<file path="src/rtl/div_pkg.sv">
// Shared types and constants for the shared iterative divider.
package div_pkg;

    typedef enum logic [1:0] {
        ST_IDLE = 2'd0,
        ST_CALC = 2'd1,
        ST_DONE = 2'd2
    } div_state_e;

    localparam int DIV_W = 8;
    localparam logic [DIV_W-1:0] DIV0_QUOT = {DIV_W{1'b1}};

endpackage

</file>
<file path="src/rtl/div_sched_if.sv">
// Request/response bundle between two requesters, one consumer and div_sched.
interface div_sched_if
    import div_pkg::*;
#(
    parameter int WIDTH = DIV_W
) ();

    logic             req0_valid;
    logic             req0_ready;
    logic [WIDTH-1:0] req0_dividend;
    logic [WIDTH-1:0] req0_divisor;
    logic             req1_valid;
    logic             req1_ready;
    logic [WIDTH-1:0] req1_dividend;
    logic [WIDTH-1:0] req1_divisor;
    logic             rsp_valid;
    logic             rsp_ready;
    logic             rsp_id;
    logic [WIDTH-1:0] rsp_result;
    logic [WIDTH-1:0] rsp_remainder;
    logic             rsp_div0;
    logic             busy;

    modport slave (
        input  req0_valid, req0_dividend, req0_divisor,
        input  req1_valid, req1_dividend, req1_divisor,
        input  rsp_ready,
        output req0_ready, req1_ready,
        output rsp_valid, rsp_id, rsp_result, rsp_remainder, rsp_div0, busy
    );

    modport master (
        output req0_valid, req0_dividend, req0_divisor,
        output req1_valid, req1_dividend, req1_divisor,
        output rsp_ready,
        input  req0_ready, req1_ready,
        input  rsp_valid, rsp_id, rsp_result, rsp_remainder, rsp_div0, busy
    );

endinterface

</file>
<file path="src/rtl/div_step.sv">
// One restoring shift-subtract step: shifts the next dividend bit into the
// partial remainder and subtracts the divisor when it fits.
module div_step
    import div_pkg::*;
#(
    parameter int WIDTH = DIV_W
) (
    input  logic [WIDTH-1:0] rem_i,
    input  logic             quo_msb_i,
    input  logic [WIDTH-1:0] dvsr_i,
    output logic [WIDTH-1:0] rem_o,
    output logic             q_bit_o
);

    logic [WIDTH:0] shifted_s;
    logic [WIDTH:0] diff_s;

    // Compare in WIDTH+1 bits; rem < dvsr keeps the difference within WIDTH bits.
    always_comb begin
        shifted_s = {rem_i, quo_msb_i};
        diff_s    = shifted_s - {1'b0, dvsr_i};
        if (shifted_s >= {1'b0, dvsr_i}) begin
            rem_o   = diff_s[WIDTH-1:0];
            q_bit_o = 1'b1;
        end else begin
            rem_o   = shifted_s[WIDTH-1:0];
            q_bit_o = 1'b0;
        end
    end

endmodule

</file>
<file path="src/rtl/div_sched.sv">
// Two-port round-robin front end around an iterative restoring divider;
// one operation in flight, result returned tagged with the requester id.
module div_sched
    import div_pkg::*;
#(
    parameter int WIDTH = DIV_W
) (
    input  logic         clk,
    input  logic         rst,
    div_sched_if.slave   bus
);

    localparam int CNT_W = (WIDTH > 1) ? $clog2(WIDTH) : 1;

    div_state_e       state_q, state_d;
    logic             last_grant_q, last_grant_d;
    logic [WIDTH-1:0] dvsr_q, dvsr_d;
    logic [WIDTH-1:0] quo_q, quo_d;
    logic [WIDTH-1:0] rem_q, rem_d;
    logic [CNT_W-1:0] cnt_q, cnt_d;
    logic             id_q, id_d;
    logic             rsp_valid_q, rsp_valid_d;
    logic             rsp_id_q, rsp_id_d;
    logic [WIDTH-1:0] rsp_result_q, rsp_result_d;
    logic [WIDTH-1:0] rsp_rem_q, rsp_rem_d;
    logic             rsp_div0_q, rsp_div0_d;
    logic             busy_q, busy_d;

    logic             grant0_s, grant1_s, accept_s, acc_id_s;
    logic [WIDTH-1:0] acc_dividend_s, acc_divisor_s;
    logic [WIDTH-1:0] step_rem_s, quo_next_s;
    logic             step_bit_s;

    // Round-robin arbiter: on a tie the port that did not win last time goes first.
    always_comb begin
        grant0_s       = bus.req0_valid && (!bus.req1_valid || last_grant_q);
        grant1_s       = bus.req1_valid && (!bus.req0_valid || !last_grant_q);
        accept_s       = (state_q == ST_IDLE) && (grant0_s || grant1_s);
        acc_id_s       = grant1_s;
        acc_dividend_s = grant1_s ? bus.req1_dividend : bus.req0_dividend;
        acc_divisor_s  = grant1_s ? bus.req1_divisor  : bus.req0_divisor;
        bus.req0_ready = (state_q == ST_IDLE) && grant0_s;
        bus.req1_ready = (state_q == ST_IDLE) && grant1_s;
    end

    div_step #(.WIDTH(WIDTH)) u_step (
        .rem_i     (rem_q),
        .quo_msb_i (quo_q[WIDTH-1]),
        .dvsr_i    (dvsr_q),
        .rem_o     (step_rem_s),
        .q_bit_o   (step_bit_s)
    );

    assign quo_next_s = {quo_q[WIDTH-2:0], step_bit_s};

    // FSM next-state and datapath/response register updates.
    always_comb begin
        state_d      = state_q;
        last_grant_d = last_grant_q;
        dvsr_d       = dvsr_q;
        quo_d        = quo_q;
        rem_d        = rem_q;
        cnt_d        = cnt_q;
        id_d         = id_q;
        rsp_valid_d  = rsp_valid_q;
        rsp_id_d     = rsp_id_q;
        rsp_result_d = rsp_result_q;
        rsp_rem_d    = rsp_rem_q;
        rsp_div0_d   = rsp_div0_q;
        case (state_q)
            ST_IDLE: begin
                if (accept_s) begin
                    last_grant_d = acc_id_s;
                    id_d         = acc_id_s;
                    dvsr_d       = acc_divisor_s;
                    quo_d        = acc_dividend_s;
                    rem_d        = {WIDTH{1'b0}};
                    cnt_d        = {CNT_W{1'b0}};
                    if (acc_divisor_s == {WIDTH{1'b0}}) begin
                        state_d      = ST_DONE;
                        rsp_valid_d  = 1'b1;
                        rsp_id_d     = acc_id_s;
                        rsp_result_d = {WIDTH{1'b1}};
                        rsp_rem_d    = acc_dividend_s;
                        rsp_div0_d   = 1'b1;
                    end else begin
                        state_d = ST_CALC;
                    end
                end else begin
                    state_d = ST_IDLE;
                end
            end
            ST_CALC: begin
                quo_d = quo_next_s;
                rem_d = step_rem_s;
                cnt_d = cnt_q + {{(CNT_W-1){1'b0}}, 1'b1};
                if (cnt_q == CNT_W'(WIDTH - 1)) begin
                    state_d      = ST_DONE;
                    rsp_valid_d  = 1'b1;
                    rsp_id_d     = id_q;
                    rsp_result_d = quo_next_s;
                    rsp_rem_d    = step_rem_s;
                    rsp_div0_d   = 1'b0;
                end else begin
                    state_d = ST_CALC;
                end
            end
            ST_DONE: begin
                if (bus.rsp_ready) begin
                    state_d     = ST_IDLE;
                    rsp_valid_d = 1'b0;
                end else begin
                    state_d = ST_DONE;
                end
            end
            default: begin
                state_d     = ST_IDLE;
                rsp_valid_d = 1'b0;
            end
        endcase
        busy_d = (state_d != ST_IDLE);
    end

    // State and output registers; reset drops any in-flight operation.
    always_ff @(posedge clk) begin
        if (rst) begin
            state_q      <= ST_IDLE;
            last_grant_q <= 1'b1;
            dvsr_q       <= {WIDTH{1'b0}};
            quo_q        <= {WIDTH{1'b0}};
            rem_q        <= {WIDTH{1'b0}};
            cnt_q        <= {CNT_W{1'b0}};
            id_q         <= 1'b0;
            rsp_valid_q  <= 1'b0;
            rsp_id_q     <= 1'b0;
            rsp_result_q <= {WIDTH{1'b0}};
            rsp_rem_q    <= {WIDTH{1'b0}};
            rsp_div0_q   <= 1'b0;
            busy_q       <= 1'b0;
        end else begin
            state_q      <= state_d;
            last_grant_q <= last_grant_d;
            dvsr_q       <= dvsr_d;
            quo_q        <= quo_d;
            rem_q        <= rem_d;
            cnt_q        <= cnt_d;
            id_q         <= id_d;
            rsp_valid_q  <= rsp_valid_d;
            rsp_id_q     <= rsp_id_d;
            rsp_result_q <= rsp_result_d;
            rsp_rem_q    <= rsp_rem_d;
            rsp_div0_q   <= rsp_div0_d;
            busy_q       <= busy_d;
        end
    end

    assign bus.rsp_valid     = rsp_valid_q;
    assign bus.rsp_id        = rsp_id_q;
    assign bus.rsp_result    = rsp_result_q;
    assign bus.rsp_remainder = rsp_rem_q;
    assign bus.rsp_div0      = rsp_div0_q;
    assign bus.busy          = busy_q;

endmodule

</file>
<file path="src/flat_wrapper.sv">
// flat-port wrapper written by rule: the top's interface ports become plain ports
module div_sched_flat import div_pkg::*;
#(
    parameter int WIDTH = DIV_W
)
  (clk, rst, bus_req0_valid, bus_req0_dividend, bus_req0_divisor, bus_req1_valid, bus_req1_dividend, bus_req1_divisor, bus_rsp_ready, bus_req0_ready, bus_req1_ready, bus_rsp_valid, bus_rsp_id, bus_rsp_result, bus_rsp_remainder, bus_rsp_div0, bus_busy);
  div_sched_if #(.WIDTH(WIDTH)) bus_i ();
  input  logic clk;
  input  logic rst;
  input wire logic [$bits(bus_i.req0_valid)-1:0] bus_req0_valid;
  input wire logic [$bits(bus_i.req0_dividend)-1:0] bus_req0_dividend;
  input wire logic [$bits(bus_i.req0_divisor)-1:0] bus_req0_divisor;
  input wire logic [$bits(bus_i.req1_valid)-1:0] bus_req1_valid;
  input wire logic [$bits(bus_i.req1_dividend)-1:0] bus_req1_dividend;
  input wire logic [$bits(bus_i.req1_divisor)-1:0] bus_req1_divisor;
  input wire logic [$bits(bus_i.rsp_ready)-1:0] bus_rsp_ready;
  output wire logic [$bits(bus_i.req0_ready)-1:0] bus_req0_ready;
  output wire logic [$bits(bus_i.req1_ready)-1:0] bus_req1_ready;
  output wire logic [$bits(bus_i.rsp_valid)-1:0] bus_rsp_valid;
  output wire logic [$bits(bus_i.rsp_id)-1:0] bus_rsp_id;
  output wire logic [$bits(bus_i.rsp_result)-1:0] bus_rsp_result;
  output wire logic [$bits(bus_i.rsp_remainder)-1:0] bus_rsp_remainder;
  output wire logic [$bits(bus_i.rsp_div0)-1:0] bus_rsp_div0;
  output wire logic [$bits(bus_i.busy)-1:0] bus_busy;
  assign bus_i.req0_valid = bus_req0_valid;
  assign bus_i.req0_dividend = bus_req0_dividend;
  assign bus_i.req0_divisor = bus_req0_divisor;
  assign bus_i.req1_valid = bus_req1_valid;
  assign bus_i.req1_dividend = bus_req1_dividend;
  assign bus_i.req1_divisor = bus_req1_divisor;
  assign bus_i.rsp_ready = bus_rsp_ready;
  assign bus_req0_ready = bus_i.req0_ready;
  assign bus_req1_ready = bus_i.req1_ready;
  assign bus_rsp_valid = bus_i.rsp_valid;
  assign bus_rsp_id = bus_i.rsp_id;
  assign bus_rsp_result = bus_i.rsp_result;
  assign bus_rsp_remainder = bus_i.rsp_remainder;
  assign bus_rsp_div0 = bus_i.rsp_div0;
  assign bus_busy = bus_i.busy;
  div_sched #(.WIDTH(WIDTH)) u_core (.clk(clk), .rst(rst), .bus(bus_i));
endmodule
</file>
<file path="config.mk">
export PLATFORM = sky130hd
export DESIGN_NAME = div_sched_flat
export DESIGN_NICKNAME = d
export VERILOG_FILES = /design/src/rtl/div_pkg.sv /design/src/rtl/div_sched_if.sv /design/src/rtl/div_step.sv /design/src/rtl/div_sched.sv /design/src/flat_wrapper.sv
export SDC_FILE = /design/constraint.sdc
export NUM_CORES = 1
export LEC_CHECK = 0
export BUFFER_PORTS_ARGS = -buffer_cell sky130_fd_sc_hd__buf_2
export CORE_MARGIN = 2
export CORE_UTILIZATION = 45
export DETAILED_ROUTE_END_ITERATION = 7
export PLACE_DENSITY_LB_ADDON = 0.15
export SYNTH_ARGS = -nofsm -noshare
export SYNTH_HDL_FRONTEND = slang
export SYNTH_SLANG_ARGS = --single-unit
</file>
<file path="constraint.sdc">
create_clock -name clk -period 3.9 [get_ports clk]
set_input_delay 0.78 -clock clk [delete_from_list [all_inputs] [get_ports clk]]
set_output_delay 0.78 -clock clk [all_outputs]
set_load 0.03 [all_outputs]
</file>
**After elaboration in Yosys (flattened, before gate mapping)**

Index checks and enable logic that the tools add are counted.

- Add/subtract/negate cells: 2
- Magnitude comparators: 1
- Eq/ne operators: 7
- Mux-type cells: 34
- Reductions and logical operators: 19

Operators by type and width:

| kind | count |
|---|---|
| $mux 8 | 11 |
| $pmux 8 s2 | 4 |
| $ge 9x8->1 | 1 |
| $mux 1 | 9 |
| $logic_not 8->1 | 1 |
| $mux 2 | 4 |
| $reduce_and 4->1 | 2 |
| $sub 8x8->8 | 1 |
| $pmux 2 s3 | 1 |
| $pmux 3 s2 | 1 |
| $logic_and 1x1->1 | 5 |
| $ne 2x1->1 const B | 2 |
| $ne 2x2->1 const B | 2 |
| $pmux 1 s2 | 2 |
| $reduce_and 2->1 | 2 |
| $reduce_bool 2->1 | 2 |
| $add 3x1->3 const B | 1 |
| $eq 3x3->1 const B | 1 |
| $logic_not 1->1 | 3 |
| $logic_or 1x1->1 | 3 |
| $mux 3 | 1 |
| $pmux 1 s3 | 1 |
| $eq 2x1->1 const B | 1 |
| $eq 2x2->1 const B | 1 |
| $logic_not 2->1 | 1 |

- Register bits after elaboration: 51
- Input port bits: 37
- Output and inout bits: 22
- Word-level logic and storage cells: 76

**Longest topological paths before layout**

Gate-level depths: netlist of the first run.

- Depth in word-level cells: 9
- Depth in mapped cells: 11
- Gate-level depth less buffers: 11

**Hierarchy**

Synthesis of the first run repeated with hierarchy kept, for this count alone.

- Cells, all modules: 356
- Area, all modules: 2985.4 um2

By module, submodules not included:

| module | instances | cells each | area an instance (um2) | seq. area each (um2) |
|---|---|---|---|---|
| div_sched | 1 | 287 | 2464.9 | 1021.0 |
| div_step | 1 | 69 | 520.5 | 0.0 |

**Worst setup path before layout of the first run**

OpenSTA, ideal clock, no wires.

- Kind: input to output
- Start point: input port bus_req1_valid
- End point: output port bus_req1_ready
- Arrival: 1.695 ns
- Data required time: 3.120 ns
- Setup slack: 1.425 ns
- Cell stages on the path: 4
- Buffers on the path: 2
- Cell sequence: a21boi_2 buf_6 buf_2 and2_1

- Cells in the longest elaborated chain, start to end: 2

Ends and longest elaborated chain:

| element | RTL line | text |
|---|---|---|
| from (decl) | flat_wrapper.sv:13 | `input wire logic [$bits(bus_i.req1_valid)-1:0] bus_req1_valid;` |
| $logic_and 1x1->1 | div_sched.sv:37 | `grant1_s = bus.req1_valid && (!bus.req0_valid \|\| !last_grant_q);` |
| $logic_and 1x1->1 | div_sched.sv:43 | `bus.req1_ready = (state_q == ST_IDLE) && grant1_s;` |
| to (decl) | flat_wrapper.sv:18 | `output wire logic [$bits(bus_i.req1_ready)-1:0] bus_req1_ready;` |

No other way between the ends.

**Worst setup path after layout of the first run**

Ends and elaborated chain as after synthesis.

==> flow_summary.yaml, run 1 <==
outcome:
  result_of_the_run: "completed"
placement:
  buffers_on_ports: 58
  hpwlAfterDp_mm: 4.56
  place_congestion: 0.865
  place_ws_ps: 1010
sta:
  timing_hold_violations_final: 0
  setup_viol: 0
  fin_worst_skew_ps: 7.82
  max_clock_freq_mhz: 386
  share_of_the_clock_period_used_by_the_worst_path_after_layout_pct: 66.4
  timing.final.crit_period_ps: 2590
  drv_slew: 0
  unrepaired_setup_endpoints_after_global_routing: "no"
  finalWorstSetupSlack_ps: 1310
  hold_slack_ps: 472
  timing.slew.headroom_pct: 35.2
  worst_pin_slew_ps: 967
  fin_tns_setup_ps: 0
grt:
  antenna_found_initial: 0
  globalRoute.totalOverflow: 0
  vias_in_the_first_global_route: 2128
  grt_first_pass_wirelength_mm: 10.1
  maximum_number_of_pins_on_one_net_before_global_route_repair: 35
  globalRouteTotalUtil_pct: 19.8
synth:
  avgSynthCellArea_sq_um: 8.68
  synth_enable_flop_cells: 0
  synth.most_common_cell: "dfxtp_1"
  synth_top_cells_by_count: "dfxtp_1, nor2_1, a21oi_1, nand2_1"
  synth-seq-area-share_pct: 38.3
  synthDominantCellAreaShare_pct: 38.3
  postSynthCellCount: 307
  synth_nets: 355
  synthDominantAreaCellType: "dfxtp_1"
  yosys_synthesis_warning_count: 0
  total_of_flip_flops_plus_latches_after_synthesis: 51
  ys_async_sr_fraction_pct: 0
  yosys.cell_types.count: 53
  synth_area_leaders: "dfxtp_1, nor2_1, a21oi_1"
  synth_flop_cell: "dfxtp_1"
  cell_area_after_synthesis_sq_um: 2660
drt:
  detailroute.via_count: 2355
  ant_nets: 0
  detail_route.iter0.violations: 110
  drt-vias-per-instance: 5.48
  detailedRoute.firstPassIterationCount: 4
  route.detailed.wl_per_inst_um: 14.7
  drt_total_wl_mm: 6.33
  drc: 0
floorplan:
  rows: 28
  die_area_sq_um: 6550
  floorplan.die.height_um: 80.9
  die-width_um: 80.9
  placeableCoreArea_sq_um: 5820
  floorplan.initialDensity_pct: 45.8
  design.portCount: 59
layout:
  antennaDiodeCount: 0
  final_layout_size_suffix_gt1_share_pct: 25.9
  flow.area_growth_from_synthesis_pct: 14.4
  multi_input_comb_area_sq_um: 1480
  final-seq-area_sq_um: 1020
  final_nets: 402
  fillCellCount: 585
critical_path:
  timing.critical_path.slowest_cell_delay_ps: 320
  setup.worst_path.class: "in -> out"
  worst_path_cell_chain: "buf_2 > a21boi_2 > buf_4 > and2_1 > buf_2"
  crit_slowest_cell: "buf_4"
  critical_path.endpoint_type: "output port"
  r2r_end: "u_core.bus.rsp_remainder[3]"
  worst_r2r_path_depth: 9
  cp.arrival_ps: 1810
  timing.critical_path.required_ps: 3120
  worst_path_most_repeated_cell: "buf_2"
  setup.reg_to_reg.worst_slack_ps: 1460
  critical_path_peak_fanout: 19
  regToRegStartpoint: "u_core.dvsr_q[1]"
  critical_path.startpoint_type: "input pin"
worst_hold_path:
  min_path_cells: 2
  worst_hold_path.endpoint: "u_core.rem_q[7]"
  timing.hold.worst.class: "reg -> reg"
  min_from: "u_core.rem_q[7]"
clocking:
  cts_hold_repair.buffers: 0
  cts_num_sinks: 51
  post-cts-setup-buffer-count: 0
  clock_latency_ps: 310
  buffer_levels_on_the_longest_clock_path: 2
  cts_resized: 0
  path_clk_slew_ps: 100
  numCtsBuffers: 5
  cts.root.buffer_cell: "clkbuf_8"
  htree_levels: 2
  clock_tree_from_tritoncts: "built"
power_and_ir_drop:
  p_total_uw: 1320
  power_leakage_uw: 0.00130
  powerDensity_nw_per_um2: 433
  max-vdd-ir-drop_v: 0.000177
run:
  max_cap_violations: 0
## worst max-delay path, delay by kind of cell
kind	cells	cell delay, ps
buffers and inverters	3	640
and+or+nand+nor	1	230
AOI/OAI and AO/OA	1	160
## sequential cells by signal (all words and copies together) (netlist names)
register,count
u_core.bus.rsp_valid,1
u_core.last_grant_q,1
u_core.bus.rsp_remainder,8
u_core.cnt_q,3
u_core.bus.rsp_div0,1
u_core.dvsr_q,8
u_core.bus.rsp_id,1
u_core.id_q,1
u_core.quo_q,8
u_core.rem_q,8
u_core.state_q,2
u_core.bus.rsp_result,8
u_core.bus.busy,1
## layout by cell type (no fill, tap or decap), drive strengths merged, types with 7 or more instances in the layout
cell    synthesis  routed
a21oi          28      28
nor2           39      39
a211oi         15      15
nand2          19      19
o21ai          14      14
inv            10      11
mux2i          13      13
a31oi          10      10
o221a           7       7
ha             10      10
buf            10      62
dfxtp          51      51
## how the worst max path moves through the flow
stage | slack [ps] | cells after the start | from | endpoint
5_1_grt | 1140 | 8 | bus_req0_divisor[0] | u_core.bus.rsp_id
6_report | 1310 | 5 | bus_req1_valid | bus_req1_ready
3_5_place_dp | 1010 | 9 | bus_req1_valid | u_core.bus.rsp_id
2_1_floorplan | 1430 | 4 | bus_req1_valid | bus_req1_ready
4_1_cts | 1310 | 5 | bus_req1_valid | bus_req1_ready
3_3_place_gp | 1100 | 9 | bus_req0_valid | u_core.bus.rsp_result[0]
## stage by stage
step	instance area [sq um]	cells	util (%)
after CTS	3050	430	52.4
after global routing	3050	430	52.4
after floorplan	2660	307	-
after global placement	2950	422	50.8
final	3050	430	52.4
after detailed placement	2950	422	50.8
## area by class of cell
cell class | instances | area share, %
multi-input combinational | 223 | 48.4
sequential | 51 | 33.5
timing repair buffer | 62 | 10.5
tap | 75 | 3.08
clock buffer | 5 | 2.26
inverter | 11 | 1.35
clock inverter | 3 | 0.903
## kinds of logic (layout without fill, tap and decap cells)
family,count (synthesis),in the layout,share of synthesized area [%]
simple gates,93,93,16.4
xor+xnor,4,4,1.32
buf+inv,33,81,6.29
fa+ha+maj,11,11,5.45
compound gates,98,98,25.6
flops,51,51,38.3
mux,17,17,6.58
## layer usage
metal | vias to the layer above | wire (um) | GRT usage [%]
met5 | - | 0 | 0
met3 | 8 | 292 | 4.11
li1 | 1201 | - | -
met1 | 1086 | 3160 | 27.0
met4 | 0 | 74 | 5.42
met2 | 60 | 2800 | 31.7
## where the power goes
| part | switching (uW) | internal, uW |
|---|---|---|
| clock network | 191 | 132 |
| registers | 28.8 | 557 |
| logic | 239 | 173 |
Note: power is estimated with default switching activity, not from simulation.
==> run 2: changes to the inputs <==
clock period = 2.2 ns   (was 3.9 ns; I/O delays follow)
==> flow_summary.yaml, run 2 (synthesis results as in run 1) <==
outcome:
  result_of_the_run: "completed"
clocking:
  clock_tree_from_tritoncts: "built"
  cts_hold_repair.buffers: 0
  htree_levels: 2
  numCtsBuffers: 5
  cts.root.buffer_cell: "clkbuf_8"
  cts_num_sinks: 51
  clock_latency_ps: 310
  path_clk_slew_ps: 100
  buffer_levels_on_the_longest_clock_path: 2
drt:
  route.detailed.wl_per_inst_um: 14.9
  drc: 0
  detail_route.iter0.violations: 105
  detailedRoute.firstPassIterationCount: 6
  ant_nets: 0
  drt-vias-per-instance: 5.47
  detailroute.via_count: 2456
  drt_total_wl_mm: 6.67
sta:
  unrepaired_setup_endpoints_after_global_routing: "yes"
  worst_pin_slew_ps: 885
  fin_tns_setup_ps: 0
  fin_worst_skew_ps: 7.02
  timing.final.crit_period_ps: 2130
  setup_viol: 0
  drv_slew: 0
  max_clock_freq_mhz: 470
  share_of_the_clock_period_used_by_the_worst_path_after_layout_pct: 96.8
  timing_hold_violations_final: 0
  timing.slew.headroom_pct: 40.7
worst_hold_path:
  timing.hold.worst.class: "in -> reg"
floorplan:
  die_area_sq_um: 6550
  rows: 28
  floorplan.die.height_um: 80.9
  placeableCoreArea_sq_um: 5820
  die-width_um: 80.9
  design.portCount: 59
  floorplan.initialDensity_pct: 45.8
critical_path:
  cp.arrival_ps: 2370
  setup.worst_path.class: "reg -> reg"
  critical_path.startpoint_type: "flip-flop"
  critical_path.endpoint_type: "flip-flop"
  critical_path_peak_fanout: 6
  timing.critical_path.required_ps: 2440
grt:
  antenna_found_initial: 0
  globalRoute.totalOverflow: 0
  grt_first_pass_wirelength_mm: 10.5
  vias_in_the_first_global_route: 2209
  maximum_number_of_pins_on_one_net_before_global_route_repair: 24
  globalRouteTotalUtil_pct: 20.7
power_and_ir_drop:
  max-vdd-ir-drop_v: 0.000324
  power_leakage_uw: 0.00141
  powerDensity_nw_per_um2: 781
placement:
  place_congestion: 0.808
  hpwlAfterDp_mm: 4.94
  buffers_on_ports: 58
  place.detailed.instances: 439
run:
  max_cap_violations: 0
layout:
  instances_no_fill: 449
  final_common_cell: "buf_2"
  final_layout_size_suffix_gt1_share_pct: 32.6
  antennaDiodeCount: 0
  final_nets: 421
  layout_common_cells: "buf_2, dfxtp_1, nor2_1"
  flow.area_growth_from_synthesis_pct: 22.3
[run 2: changes by cell type in the layout (fill, tap and decap cells not counted), sizes merged]
cell  change
buf      +19
[run 2: path summary, 6_finish.rpt]
| check | start | endpoint | slack (ps) | depth (start not counted) |
|---|---|---|---|---|
| min | bus_rsp_ready | u_core.state_q[1] | 460 | 4 |
| min reg2reg | u_core.rem_q[7] | u_core.rem_q[7] | 470 | 2 |
| max reg2reg | u_core.dvsr_q[1] | u_core.rem_q[0] | 70 | 10 |
| max | u_core.dvsr_q[1] | u_core.rem_q[0] | 70 | 10 |
[run 2: what timing repair did]
action	4_1_cts	5_1_grt
gates resized for setup	0	16
buffers inserted	0	2
endpoints found under the hold margin	0	0
setup endpoints to repair	0	15
[run 2: layer usage]
layer	share of wire [%]	track usage [%]	up-vias	routed length, um
li1	-	-	1244	-
met1	44	27.3	1127	2960
met2	49	35.0	77	3270
met3	5.5	3.67	8	367
met4	1.1	4.92	0	72
met5	0	0	-	0
[run 2: per-stage QoR]
step	cell area (sq um)	setup WS (ps)	hold slack, ps	total power [uW]	util [%]
final	3260	70.7	460	2550	56.0
after global routing	3260	-33.8	484	2690	56.0
after CTS	3180	0.293	461	2470	54.6
after detailed placement	3080	-44.6	456	1900	52.9
after global placement	3080	-27.6	454	1880	52.9
after floorplan	2660	6.80	437	1650	-
[run 2: area by class of cell]
class | count | area, sq um
fillers | 581 | 2560
multi-input cells | 223 | 1540
flip-flops and latches | 51 | 1020
repair buffers | 81 | 467
well taps | 75 | 93.8
clock buffers | 5 | 68.8
inverters | 11 | 41.3
clock inverters | 3 | 27.5
[run 2: power breakdown]
| part | switching [uW] | total (uW) | leakage [uW] | internal (uW) |
|---|---|---|---|---|
| sequential | 55.0 | 1040 | 0.000417 | 989 |
| clock | 344 | 578 | 0.0000463 | 234 |
| combinational | 467 | 924 | 0.000944 | 458 |
[run 2: critical path, stage by stage (launching register included)]
cell	delay (ps)
dfxtp_2	340
inv_2	50
ha_4	260
nor2b_4	120
o21a_1	160
a311oi_2	100
a21o_2	220
and2_4	160
buf_6	130
or3_4	350
a31oi_4	180
